[config.mk]
export PLATFORM = sky130hd
export DESIGN_NAME = serial_byte_receiver
export DESIGN_NICKNAME = d
export VERILOG_FILES = /design/src/rtl/serial_byte_receiver.sv
export SDC_FILE = /design/constraint.sdc
export NUM_CORES = 1
export LEC_CHECK = 0
export ABC_CLOCK_PERIOD_IN_PS = 4280
export BUFFER_PORTS_ARGS = -buffer_cell sky130_fd_sc_hd__buf_2
export CORE_AREA = 2 2 66 68
export DETAILED_ROUTE_END_ITERATION = 7
export DIE_AREA = 0 0 68 70
export GPL_TIMING_DRIVEN = 0
export PLACE_DENSITY = 0.69
export RECOVER_POWER = 50
export SETUP_SLACK_MARGIN = 0.2
export SYNTH_ARGS = -nofsm -noshare
export SYNTH_HDL_FRONTEND = slang
export SYNTH_SLANG_ARGS = --single-unit
[constraint.sdc]
create_clock -name clk -period 4.28 [get_ports clk]
set_clock_uncertainty 0.05 [all_clocks]
set_input_delay 0.642 -clock clk [delete_from_list [all_inputs] [get_ports clk]]
set_output_delay 0.642 -clock clk [all_outputs]
set_load 0.01 [all_outputs]
[src/rtl/serial_byte_receiver.sv]
// Asynchronous 8N1 serial receiver: deserialises RxD into bytes, LSB first.
// Latency: start edge on the pin to RxD_data_ready is about 9.5 bit periods + 3 clocks.
// No backpressure: ready and frame_error are single-clock pulses the consumer must catch.
module serial_byte_receiver #(
  parameter int CLK_FREQ   = 25000000,
  parameter int BAUD       = 115200,
  parameter int OVERSAMPLE = 8,
  parameter int DIV        = CLK_FREQ / (BAUD * OVERSAMPLE)
) (
  input  logic       clk,
  input  logic       rst_n,
  input  logic       RxD,
  output logic       RxD_data_ready,
  output logic [7:0] RxD_data,
  output logic       RxD_frame_error,
  output logic       RxD_idle
);

  localparam int DIV_W = (DIV > 1) ? $clog2(DIV) : 1;
  localparam int OS_W  = $clog2(OVERSAMPLE);

  localparam logic [DIV_W-1:0] DIV_LAST  = DIV_W'(DIV - 1);
  localparam logic [OS_W-1:0]  OS_HALF   = OS_W'(OVERSAMPLE / 2 - 1);
  localparam logic [OS_W-1:0]  OS_LAST   = OS_W'(OVERSAMPLE - 1);

  typedef enum logic [2:0] {
    S_IDLE  = 3'd0,
    S_START = 3'd1,
    S_DATA  = 3'd2,
    S_STOP  = 3'd3,
    S_BREAK = 3'd4
  } state_t;

  state_t state;
  state_t next_state;

  // Synchroniser and sample timing
  logic             rx_m;
  logic             rx_s;
  logic [DIV_W-1:0] div_cnt;
  logic             tick;
  logic [OS_W-1:0]  tick_cnt;
  logic [2:0]       bit_idx;
  logic [7:0]       shift;

  // Sample-point decodes (qualified by state in the output process)
  logic half_point;
  logic full_point;

  // Control strobes from the output process
  logic tick_run;
  logic clr_ticks;
  logic start_ok;
  logic take_bit;
  logic accept;
  logic frame_bad;

  assign tick       = tick_run && (div_cnt == DIV_LAST);
  assign half_point = tick && (tick_cnt == OS_HALF);
  assign full_point = tick && (tick_cnt == OS_LAST);

  // Two-flop synchroniser; idles high so reset does not look like a start bit
  always_ff @(posedge clk or negedge rst_n) begin
    if (!rst_n) begin
      rx_m <= 1'b1;
      rx_s <= 1'b1;
    end else begin
      rx_m <= RxD;
      rx_s <= rx_m;
    end
  end

  // Oversample tick divider, held at zero in IDLE so ticks align to the start edge
  always_ff @(posedge clk or negedge rst_n) begin
    if (!rst_n) begin
      div_cnt <= '0;
    end else if (!tick_run || tick) begin
      div_cnt <= '0;
    end else begin
      div_cnt <= div_cnt + DIV_W'(1);
    end
  end

  // Ticks elapsed within the current bit, restarted at each sample point
  always_ff @(posedge clk or negedge rst_n) begin
    if (!rst_n) begin
      tick_cnt <= '0;
    end else if (clr_ticks) begin
      tick_cnt <= '0;
    end else if (tick) begin
      tick_cnt <= tick_cnt + OS_W'(1);
    end
  end

  // Data shift register and bit index; LSB arrives first
  always_ff @(posedge clk or negedge rst_n) begin
    if (!rst_n) begin
      bit_idx <= 3'd0;
      shift   <= 8'h00;
    end else if (start_ok) begin
      bit_idx <= 3'd0;
    end else if (take_bit) begin
      shift[bit_idx] <= rx_s;
      bit_idx        <= bit_idx + 3'd1;
    end
  end

  // Output byte and single-clock status pulses, registered off the stop-bit sample
  always_ff @(posedge clk or negedge rst_n) begin
    if (!rst_n) begin
      RxD_data        <= 8'h00;
      RxD_data_ready  <= 1'b0;
      RxD_frame_error <= 1'b0;
    end else begin
      RxD_data_ready  <= accept;
      RxD_frame_error <= frame_bad;
      if (accept) begin
        RxD_data <= shift;
      end
    end
  end

  // State register
  always_ff @(posedge clk or negedge rst_n) begin
    if (!rst_n) begin
      state <= S_IDLE;
    end else begin
      state <= next_state;
    end
  end

  // Next-state logic
  always_comb begin
    next_state = state;
    unique case (state)
      S_IDLE: begin
        if (!rx_s) next_state = S_START;
      end
      S_START: begin
        if (half_point) next_state = rx_s ? S_IDLE : S_DATA;
      end
      S_DATA: begin
        if (full_point && (bit_idx == 3'd7)) next_state = S_STOP;
      end
      S_STOP: begin
        if (full_point) next_state = rx_s ? S_IDLE : S_BREAK;
      end
      S_BREAK: begin
        if (rx_s) next_state = S_IDLE;
      end
      default: next_state = S_IDLE;
    endcase
  end

  // Output / control decode from the current state
  always_comb begin
    tick_run  = 1'b1;
    clr_ticks = 1'b0;
    start_ok  = 1'b0;
    take_bit  = 1'b0;
    accept    = 1'b0;
    frame_bad = 1'b0;
    RxD_idle  = 1'b0;
    unique case (state)
      S_IDLE: begin
        tick_run  = 1'b0;
        clr_ticks = 1'b1;
        RxD_idle  = 1'b1;
      end
      S_START: begin
        if (half_point) begin
          clr_ticks = 1'b1;
          start_ok  = !rx_s;
        end
      end
      S_DATA: begin
        if (full_point) begin
          clr_ticks = 1'b1;
          take_bit  = 1'b1;
        end
      end
      S_STOP: begin
        if (full_point) begin
          clr_ticks = 1'b1;
          accept    = rx_s;
          frame_bad = !rx_s;
        end
      end
      S_BREAK: begin
        tick_run  = 1'b0;
        clr_ticks = 1'b1;
      end
      default: begin
        tick_run = 1'b0;
      end
    endcase
  end

endmodule

## Word-level counts from Yosys, hierarchy flattened

Index checks and enable logic that the tools add are counted.

- Bits in registers: 34
- Latch bits: 0
- Memory bits (writable): 0
- Memory bits (read-only): 0
- Input bits: 3
- Output and inout port bits: 11
- Word-level logic and storage cells: 73
- Memories kept: 0

- Add/sub/neg operators: 3
- $mul: 0
- Divide/modulo/power cells: 0
- Magnitude comparators: 2
- Eq/ne operators: 13
- Shift-type cells: 0
- Muxes and demuxes: 28
- Bitwise operators: 1
- Reductions and logical operators: 16

Operators by type and width:

| kind | number |
|---|---|
| $mux 3 | 10 |
| $pmux 3 s5 | 1 |
| $mux 1 | 12 |
| $ne 2x2->1 const B | 5 |
| $eq 3x2->1 const B | 3 |
| $eq 3x3->1 const B | 3 |
| $bwmux 8 | 1 |
| $add 3x1->3 const B | 2 |
| $add 5x1->5 const B | 1 |
| $eq 5x5->1 const B | 1 |
| $logic_and 1x1->1 | 5 |
| $mux 5 | 1 |
| $reduce_and 5->1 | 1 |
| $lt 3x4->1 const B | 1 |
| $reduce_bool 2->1 | 2 |
| $reduce_or 2->1 | 2 |
| $demux 1 s3 | 1 |
| $eq 3x1->1 const B | 1 |
| $ge 3x1->1 const B | 1 |
| $logic_not 3->1 | 1 |
| $pmux 1 s3 | 1 |
| $reduce_or 3->1 | 1 |
| $logic_not 1->1 | 2 |
| $mux 2 | 1 |
| other kinds (3) | 3 |

## Logic depth before layout (Yosys ltp)

- Depth in word-level cells: 9
- Gate-level depth with buffers: 6
- Depth with buffers taken out: 5

## Worst setup path before layout

No wires, ideal clock.

- Kind: reg-to-reg
- From: register tick_cnt[0]
- To: register tick_cnt[2]
- Library setup time: 77 ps
- Arrival time: 1,602 ps
- Data required time: 4,153 ps
- Setup slack: 2,551 ps
- Cell stages (with the launch flop): 6
- Path buffers: 0
- Clock period less this slack: 1,729 ps
- Path through: dfrtp_1 -> ha_1 -> ha_1 -> mux2_2 -> or4_1 -> a21oi_1

- Longest elaborated chain between the ends: 5
- Elaborated cells on any way between the ends: 11
- Those cells by class: 1 x add/sub; 2 x eq/ne; 5 x mux; 3 x reduce/logical

Ends and longest elaborated chain:

| element | line | source |
|---|---|---|
| start, declared | 42 | `logic [OS_W-1:0] tick_cnt;` |
| start signal, assigned | 91 | `tick_cnt <= tick_cnt + OS_W'(1);` |
| $eq 3x3->1 / $eq 3x2->1 (equally long branches) | 60, 59 |  |
| $logic_and 1x1->1, on equally long branches | 60, 59 |  |
| $mux 1, on equally long branches | 177, 183, 171 |  |
| $pmux 1 s3 | 164 | `unique case (state)` |
| $mux 3 / $reduce_bool 2->1 (equally long branches) | n/a |  |

Several ways; a longest one is shown, not always the timed one. The select of a mux whose other input is x is not followed.
A chain may end at the register's enable or synchronous reset.

## Worst setup path in the final report

- From: register state[2]
- To: output RxD_idle

- Longest elaborated chain between the ends: 2

Ends and longest elaborated chain:

| element | line | source |
|---|---|---|
| start, declared | 34 | `state_t state;` |
| start signal, assigned | 128 | `state <= next_state;` |
| $logic_not 3->1 | 164 |  |
| $mux 1 | 164 |  |
| end, declared | 16 | `output logic RxD_idle` |

No other way between the ends.

==> results.cfg <==
[run_status]
run_status = complete, but fails checks
failed_checks = capacitance limit, slew limit

[route]
via_per_inst = 5.31
ant_nets = 0
drtIter0Drc = 28
drc_errors = 0
drt_wl_total_microns = 3170
first_pass_iters = 4
route.vias.total = 1132
routedWlPerCell_microns = 14.9

[timing]
worst_hold_slack_ns = 0.304
period_minus_slack_ns = 2.14
hold_viol = 0
report.final.setup_viol = 0
final_sum_of_negative_setup_slack_ns = 0
final_min_period_over_clock_period = 0.500
slew_headroom = -0.204
grt_setup_unrepaired = no
timing_max_transition_violations_final = 35
fmax_mhz = 468
tightestPinTransition_ns = 1.81

[clocking]
cts_htree_levels = 2
cts.reportedPaths.clkPinSlew_ns = 0.07
tritoncts_num_sinks = 34
cts_root_buf = clkbuf_8
ctsResizeCount = 0
cts_buffers = 5
postCtsSetupBuffers = 0
clk_latency_ns = 0.29
cts_tree = built
cts-hold-fix-buffers = 0
ctsLongestPathBuffers = 2

[pwr]
worst_case_vdd_ir_drop_v = 0.000240
power.share.sequential = 0.460
clockPowerShare = 0.528
power.density_nw_per_um2 = 349
cellInternalPower_mw = 0.572
power_frac_comb = 0.012
p_sw_frac = 0.186
p_leak_nw = 0.949
power_switching_mw = 0.131

[synth]
ys_seq_area_frac = 0.488
synth_cell_types = 43
yosys_register_bits = 34
syn_inst = 140
synth_warnings = 0
synth-compound-area-share = 0.0680
primary_flip_flop_cell_chosen_by_synthesis_mapping = dfrtp_1
post_synth_xor_area_fraction = 0.0150
synth_top_family_by_area = simple AND/OR/NAND/NOR gates
synth_enable_flop_cells = 0
syn-num-nets = 150
synth_area_in_adders = 0.0501
netlist_area_sq_um = 1750
mux_share_of_post_synthesis_cell_area = 0.139
syn_avg_cell_area_sq_um = 12.5
yosys.area_share.simple = 0.195
share_of_flip_flops_with_an_asynchronous_set_or_reset = 1.00

[worst_setup_path]
worst-r2r-cell-count = 5
critical_path.cell_chain = buf_4, clkbuf_1, nor3_1, buf_2
crit_path_start_kind = flip-flop
cp_data_arrival_time_ns = 1.45
ff2ff_setup_slack_ns = 2.36
critPathSlowestCell = dfrtp_1
launching_point_of_the_worst_reg2reg_path = tick_cnt[0]
critical_path_peak_fanout = 10
critical_path.max_stage_delay_ns = 0.37
worst_setup_path_end_kind = output pin
timing.setup.critical_path_class = reg -> out
cp.required_ns = 3.59
r2r_end = RxD_data[1]

[finish]
syn_to_final_growth_pct = 15.3
drive_above_1_share = 0.304
final_nets = 170
antenna_cells = 0

[floorplan]
fp.dieH_microns = 70
core_area_sq_um = 4140
top_level_ports = 14
floorplan.die_area_sq_um = 4760
start_util = 0.422
floorplan.rows = 24
dieWidth_microns = 68

[global_routing]
grt_pass1_wl_microns = 5570
maximum_number_of_pins_on_one_net_before_global_route_repair = 35
number_of_global_route_vias_before_repair = 1203
groute.usage.overall = 0.155
antenna_found_initial = 0
grt.overflow.total = 0

[placed_design]
post-dp-hpwl_microns = 2230
finalWeightedCongestion = 0.826
input_output_buffers = 13

[worst_hold_path]
hold_depth = 0
hp-start = rx_m
worstHoldPathType = reg -> reg
holdPathEnd = rx_s

[run]
cap_viol_max_count = 1
stage by stage:
step | utilization | power, mW | std cells | instance area [sq um] | setup WS, ns
floorplan | - | 0.331 | 140 | 1750 | 2.55
global placement | 0.453 | 0.338 | 205 | 1880 | 2.43
finish | 0.486 | 0.703 | 213 | 2020 | 2.14
detailed placement | 0.453 | 0.339 | 205 | 1880 | 2.35
global route | 0.486 | 0.728 | 213 | 2020 | 1.95
CTS | 0.488 | 0.708 | 213 | 2020 | 2.11
cells in the mapped netlist (3+ instances only):
master    instances  area (sq um)
o21ai_0           3          15.0
nand3_1           4          20.0
a21oi_1           6          30.0
dfrtp_1          32           801
nor2_1            3          11.3
nor3b_1           3          22.5
inv_1             5          18.8
nand4_1           5          31.3
ha_1              7          87.6
nor2_2            5          31.3
nor3_1            3          15.0
mux2_4            8           120
nand3b_1          3          22.5
nor4_2            4          50.1
buf_1             3          11.3
mux2_1            8          90.1
power groups by stage:
stage / Clock [mW] / Sequential, mW / Combinational, mW
floorplan: 0 / 0.330 / 0.00135
global placement: 0 / 0.330 / 0.00856
detailed placement: 0 / 0.330 / 0.00917
CTS: 0.375 / 0.324 / 0.00917
global route: 0.395 / 0.324 / 0.0101
finish: 0.371 / 0.324 / 0.00838
worst max-delay path by stage:
stage | end | slack [ns] | startpoint
floorplan | tick_cnt[2] | 2.55 | tick_cnt[0]
global placement | RxD_idle | 2.43 | state[2]
detailed placement | RxD_data[3] | 2.35 | tick_cnt[0]
CTS | RxD_idle | 2.11 | state[2]
global route | div_cnt[0] | 1.95 | rst_n
finish | RxD_idle | 2.14 | state[2]
cell usage in the layout (no fill, tap or decap), types with 3 or more instances in the layout:
cell type,count
clkbuf_1,6
clkbuf_8,6
nand4_1,5
a21oi_1,6
dfrtp_1,32
nor4_2,4
o21ai_0,3
ha_1,7
mux2_1,8
nor2_1,3
nor2_2,5
buf_2,11
buf_1,3
mux2_4,8
nor3b_1,3
nor3_1,3
inv_1,5
nand3b_1,3
nand3_1,4
final cells by class:
| class | instances | area (sq um) |
|---|---|---|
| Multi-Input combinational cell | 91 | 817 |
| Clock inverter | 2 | 60.1 |
| Fill cell | 367 | 2130 |
| Inverter | 5 | 18.8 |
| Tap cell | 52 | 65.1 |
| Timing Repair Buffer | 13 | 60.1 |
| Clock buffer | 6 | 82.6 |
| Sequential cell | 34 | 853 |
| Buffer | 10 | 58.8 |
logic make-up (layout without fill, tap and decap cells):
logic type / Yosys count / count (layout)
XOR/XNOR: 3 / 3
AO/OA/AOI/OAI: 17 / 17
adder cells (fa/ha/maj): 7 / 7
multiplexers: 19 / 19
AND/OR/NAND/NOR: 45 / 45
flip-flops: 34 / 34
buffers and inverters: 15 / 36
sequential cells by signal, indices dropped and copies added (netlist names):
signal and count:
RxD_data 8, RxD_data_ready 1, RxD_frame_error 1, bit_idx 3, div_cnt 5, rx_m 1, rx_s 1, shift 8
state 3, tick_cnt 3
critical path: cells and delay by family (launching register included):
| kind | cells | cell delay, ns |
|---|---|---|
| simple gates | 1 | 0.23 |
| buf+inv | 3 | 0.56 |
| flops | 1 | 0.37 |
per-layer routing:
| layer | wire length [microns] | up-vias | global-route usage |
|---|---|---|---|
| met1 | 1450 | 562 | 0.195 |
| met3 | 91 | 8 | 0.0435 |
| met4 | 72 | 0 | 0.0778 |
| met5 | 0 | - | 0 |
| li1 | - | 546 | - |
| met2 | 1550 | 16 | 0.241 |
Note: power is estimated with default switching activity, not from simulation.
